==> config.mk <==
export PLATFORM = sky130hd
export DESIGN_NAME = pc_fetch_ctrl
export DESIGN_NICKNAME = d
export VERILOG_FILES = /design/src/rtl/pc_fetch_ctrl.sv
export SDC_FILE = /design/constraint.sdc
export NUM_CORES = 1
export LEC_CHECK = 0
export ABC_AREA = 1
export BUFFER_PORTS_ARGS = -buffer_cell sky130_fd_sc_hd__buf_2
export CORE_MARGIN = 3
export CORE_UTILIZATION = 56
export CTS_CLUSTER_DIAMETER = 50
export DETAILED_ROUTE_END_ITERATION = 7
export PLACE_DENSITY = 0.8
export SLEW_MARGIN = 10
export SYNTH_ARGS = -nofsm -noshare
export SYNTH_HDL_FRONTEND = slang
export SYNTH_SLANG_ARGS = --single-unit
==> constraint.sdc <==
create_clock -name clk -period 1.7 [get_ports clk]
set_clock_uncertainty 0.15 [all_clocks]
set_input_delay 0.51 -clock clk [delete_from_list [all_inputs] [get_ports clk]]
set_output_delay 0.51 -clock clk [all_outputs]
set_load 0.01 [all_outputs]
==> src/rtl/pc_fetch_ctrl.sv <==
`default_nettype none
// +--------------------------------------------------------------------------+
// | Module  : pc_fetch_ctrl                                                  |
// | Brief   : MIPS fetch sequencer: PC register, imem handshake, delay-slot  |
// |           redirects and a 1-entry skid buffer toward IF/ID.              |
// |           Optional: PC_FETCH_ALIGN_CHK_EN (misaligned-redirect check).   |
// | Revision: 1.0 - initial release                                          |
// +--------------------------------------------------------------------------+
module pc_fetch_ctrl #(
  parameter logic [31:0] RESET_PC = 32'h0000_3000
) (
  input  logic        clk,
  input  logic        reset,
  input  logic        stall,
  input  logic        redirect_valid,
  input  logic [31:0] redirect_target,
  output logic        imem_req,
  output logic [31:0] imem_addr,
  input  logic        imem_ack,
  input  logic [31:0] imem_rdata,
  output logic        valid_f,
  output logic [31:0] instr_f,
  output logic [31:0] pc_f,
  output logic        align_err
);

  localparam logic [31:0] c_PC_STEP = 32'd4;

  typedef enum logic [1:0] {
    ST_IDLE = 2'd0,
    ST_REQ  = 2'd1,
    ST_SKID = 2'd2
  } state_t;

  state_t      r_state;
  state_t      w_state_nxt;

  logic [31:0] r_pc_q;
  logic        r_pend_v;
  logic [31:0] r_pend_tgt;
  logic [31:0] r_skid_instr;
  logic [31:0] r_skid_pc;
  logic        r_valid_f;
  logic [31:0] r_instr_f;
  logic [31:0] r_pc_f;

  logic        w_transfer;
  logic        w_slot_free;
  logic        w_advance;
  logic        w_load_out;
  logic        w_load_skid;
  logic        w_unload_skid;
  logic [31:0] w_redir_tgt;
  logic [31:0] w_pc_nxt;

`ifdef PC_FETCH_ALIGN_CHK_EN
  logic        r_align_err;

  assign w_redir_tgt = {redirect_target[31:2], 2'b00};

  always_ff @(posedge clk or negedge reset) begin
    if (!reset) begin
      r_align_err <= 1'b0;
    end else if (redirect_valid && (redirect_target[1:0] != 2'b00)) begin
      r_align_err <= 1'b1;
    end
  end

  assign align_err = r_align_err;
`else
  assign w_redir_tgt = redirect_target;
  assign align_err   = 1'b0;
`endif

  assign w_transfer  = r_valid_f & ~stall;
  assign w_slot_free = ~r_valid_f | w_transfer;

  // A fresh redirect beats an older pending one (newest wins).
  assign w_pc_nxt = redirect_valid ? w_redir_tgt :
                    (r_pend_v ? r_pend_tgt : (r_pc_q + c_PC_STEP));

  always_comb begin
    w_state_nxt   = r_state;
    w_advance     = 1'b0;
    w_load_out    = 1'b0;
    w_load_skid   = 1'b0;
    w_unload_skid = 1'b0;
    case (r_state)
      ST_IDLE: begin
        w_state_nxt = ST_REQ;
      end
      ST_REQ: begin
        if (imem_ack) begin
          w_advance = 1'b1;
          if (w_slot_free) begin
            w_load_out = 1'b1;
          end else begin
            w_load_skid = 1'b1;
            w_state_nxt = ST_SKID;
          end
        end
      end
      ST_SKID: begin
        if (w_transfer) begin
          w_unload_skid = 1'b1;
          w_state_nxt   = ST_REQ;
        end
      end
      default: begin
        w_state_nxt = ST_IDLE;
      end
    endcase
  end

  always_ff @(posedge clk or negedge reset) begin
    if (!reset) begin
      r_state <= ST_IDLE;
    end else begin
      r_state <= w_state_nxt;
    end
  end

  // Redirects never squash fetched words: the held/in-flight one is the delay slot.
  always_ff @(posedge clk or negedge reset) begin
    if (!reset) begin
      r_pc_q     <= RESET_PC;
      r_pend_v   <= 1'b0;
      r_pend_tgt <= 32'd0;
    end else if (w_advance) begin
      r_pc_q   <= w_pc_nxt;
      r_pend_v <= 1'b0;
    end else if (redirect_valid) begin
      r_pend_v   <= 1'b1;
      r_pend_tgt <= w_redir_tgt;
    end
  end

  always_ff @(posedge clk or negedge reset) begin
    if (!reset) begin
      r_skid_instr <= 32'd0;
      r_skid_pc    <= RESET_PC;
    end else if (w_load_skid) begin
      r_skid_instr <= imem_rdata;
      r_skid_pc    <= r_pc_q;
    end
  end

  always_ff @(posedge clk or negedge reset) begin
    if (!reset) begin
      r_valid_f <= 1'b0;
      r_instr_f <= 32'd0;
      r_pc_f    <= RESET_PC;
    end else if (w_load_out) begin
      r_valid_f <= 1'b1;
      r_instr_f <= imem_rdata;
      r_pc_f    <= r_pc_q;
    end else if (w_unload_skid) begin
      r_valid_f <= 1'b1;
      r_instr_f <= r_skid_instr;
      r_pc_f    <= r_skid_pc;
    end else if (w_transfer) begin
      r_valid_f <= 1'b0;
    end
  end

  assign imem_req  = (r_state == ST_REQ);
  assign imem_addr = r_pc_q;
  assign valid_f   = r_valid_f;
  assign instr_f   = r_instr_f;
  assign pc_f      = r_pc_f;

endmodule
`default_nettype wire

==> results.md <==
* Final setup violation count at 27
* Peak supply drop at 1.14 mV
* Layout cell share with drive strength beyond 1 at 0.329
* Crit Path Max Fanout at 2
* Slowest CP cell: dfrtp_1
* Status: complete, but fails checks
* Grt total ovfl at 0
* Met3 usage at 0.0605
* H-tree levels at 4
* Synth top area share at 0.529
* Core Area at 15,500 sq um
* # IOs at 168
* Achievable Freq at about 0.53 GHz
* Final core utilization at 0.776
* Setup repair after global routing missed its margin: true
* CP most frequent cell: buf_6
* Dominant cell type by area after synthesis: dfrtp_1
* Fin crit share at 1.11
* Placed Cells at 1,412
* Via count at 8,194
* Final min period at 1880 ps
* Worst path required time at 1040 ps
* Die height at 133 um
* DRC Markers at 0
* Nets at 1,336
* Max-Cap Viols at 0
* Cell count after synthesis at slightly above 1,000
* Crit end category: primary output
* Total leakage power at roughly 6 nW
* Failing checks: negative setup slack
* Bufs and invs on worst path at 2
* Initial Util at 0.581
* Largest cells by area after synthesis: dfrtp_1 (53%), nand2_1 (11%), inv_1 (5.8%), o21ai_0 (4.2%), o221ai_1 (3.9%)
* Ant. Diodes at 0
* CP cell instances: nor2_4 -> buf_6 -> buf_6
* Initial antenna violation count at 0
* Crit start category: flip-flop
* Grt met2 use at 0.435
* Busiest layer in global routing: met2
* Routed vias/inst at 5.50
* Rows at 45
* Pwr Density at 1790 nW/um^2
* Fin. Hold Viols at 0
* Die width at 133 um
* Iter 0 DRT Violations at 662
* Syn Area/Cell at between 8 and 9 sq um
* Detail Placement HPWL at 16,900 um
* Commonest cells in the netlist: nand2_1 (256), dfrtp_1 (190), inv_1 (140)
* Clk sinks at slightly below 200
* Yosys reg bits at 196
* Count of antenna-violating nets left after detailed routing at 0
* Drt pass-1 iters at 5
* Largest net degree at the start of global routing at 39
* Fillers at approximately 1,000
* Longest Clk Path Bufs at 2
* Critical Path Max Stage Delay at 410 ps
* Worst path setup slack after routing at -182 ps
* P&R area growth vs syn at 33.6%
* Skew-Pair Late Insertion Delay at 440 ps
* Hold depth at 3
* Syn nets at 1,085
* Routed WL at 25,000 um
* GR Util met1 at 0.386
* Largest delay share family, worst path: flip-flops
* Die area at 17,600 sq um
* Port bufs at 166
* Clk slew on worst S/H paths at 80 ps
* YS warnings at 0
* CTS tree: yes
* Reg2reg path depth at 10
* Synthesized area at 8990 sq um
* First-pass GRT wire length at 39,200 um
* Crit Path Category: flip-flop to primary output
* Post-synth top flop: dfrtp_1
* Tot GR Track Use at 0.276
* Crit. path cell count at 3
* Routability Congestion at approximately 0.98
* Most frequent cell after synthesis: nand2_1
* Setup TNS at -1290 ps
* Hold Path Class: input port to flip-flop
* CTS Root Cell: clkbuf_16
* Mean routed wirelength per cell at 16.8 um
* Library cells used by synthesis at 34
* Vias in the first global route at approximately 7,700
* Async set-reset flop share out of synthesis at 1.00
* Pins Over Slew Limit at 0
* TritonCTS buffer count at 17
* Worst Path Arrival at 1220 ps
* EDFF count, synth at 0
* Seq/Total Area, Yosys at 0.546
* Non-Filler Instances at 1,490
-- flip-flops by register name, summed over array words and instances (netlist names) --
name          flops
imem_addr        32
instr_f          32
pc_f             32
r_pend_tgt       32
r_skid_instr     32
r_skid_pc        32
r_state           2
r_pend_v          1
valid_f           1
-- repair_timing --
item / CTS / global route
endpoints found under the setup margin: 35 / 146
hold buffers: 1 / 0
pin swaps: 9 / 21
cloned: 0 / 7
gates resized for setup: 49 / 65
setup buffers: 26 / 17
endpoints found under the hold margin: 24 / 0
-- kinds of logic (layout without fill, tap and decap cells) --
group | Yosys count | after routing | synth area share
adders and majority gates | 1 | 1 | 0.00139
muxes | 20 | 20 | 0.0250
DFF | 196 | 196 | 0.546
AOI/OAI and AO/OA | 221 | 221 | 0.160
xor gates and xnor gates | 2 | 2 | 0.00195
and+or+nand+nor | 376 | 376 | 0.173
buffers and inverters | 198 | 462 | 0.0922
other | 1 | 1 | 0.000417
-- worst paths after layout --
path	startpoint	to	slack, ps
max	r_state[1]	imem_req	-180
min	imem_rdata[3]	instr_f[3]	170
max reg2reg	imem_addr[12]	imem_addr[28]	-150
min reg2reg	pc_f[29]	pc_f[29]	340
max in group asynchronous	reset	imem_addr[11]	430
min in group asynchronous	reset	r_skid_instr[22]	390
-- power breakdown --
part           total (W)  internal, W  switching [W]
Combinational    0.00936      0.00420        0.00516
Clock            0.00404      0.00210        0.00195
Sequential       0.00810      0.00679        0.00131
-- routing by layer --
layer	up-vias	wire length (um)
met2	333	12000
met5	-	0
li1	3851	-
met3	41	1640
met4	0	464
met1	3969	10900
-- worst reg2reg max path: cells and delay by family, from the launching register on --
kind,cells,cell delay [ps]
buffers and inverters,2,260
and+or+nand+nor,7,670
AOI/OAI and AO/OA,1,140
DFF,1,560
-- cells in the final DEF, fill, tap and decap left out, drive strengths merged, types with 2 or more instances in the layout --
| master | netlist | layout |
|---|---|---|
| a21boi | 8 | 8 |
| xor2 | 2 | 2 |
| inv | 143 | 152 |
| dfrtp | 190 | 190 |
| clkinvlp | 0 | 2 |
| nand4 | 5 | 5 |
| o211ai | 25 | 25 |
| a221oi | 16 | 16 |
| nor2 | 73 | 73 |
| buf | 29 | 279 |
| clkbuf | 26 | 23 |
| a22oi | 9 | 9 |
| nand3 | 36 | 36 |
| o21ai | 75 | 75 |
| mux2 | 20 | 20 |
| o221ai | 40 | 40 |
| nand2 | 261 | 261 |
| dfstp | 6 | 6 |
| a21oi | 37 | 37 |
| a31oi | 8 | 8 |
| clkinv | 0 | 4 |
-- through the flow --
step | setup WS [ps] | cell area, sq um | hold WS [ps] | power [W]
floorplan | 60.0 | 8990 | 64.4 | 0.0124
global placement | -18.3 | 10600 | 290 | 0.0154
detailed placement | -84.2 | 10600 | 294 | 0.0157
CTS | -160 | 11500 | 158 | 0.0205
global route | -240 | 12000 | 157 | 0.0229
finish | -182 | 12000 | 168 | 0.0215
-- final cells by class --
class	count	area (sq um)	area share
clock buffer	17	425	0.0354
timing repair inverter	1	8.76	0.000729
sequential	196	4920	0.409
multi-input combinational	621	3530	0.294
inverter	143	552	0.0459
clock inverter	15	165	0.0137
timing repair buffer	286	2150	0.179
tap	211	264	0.0220
Power figures use the tool's default switching activity.
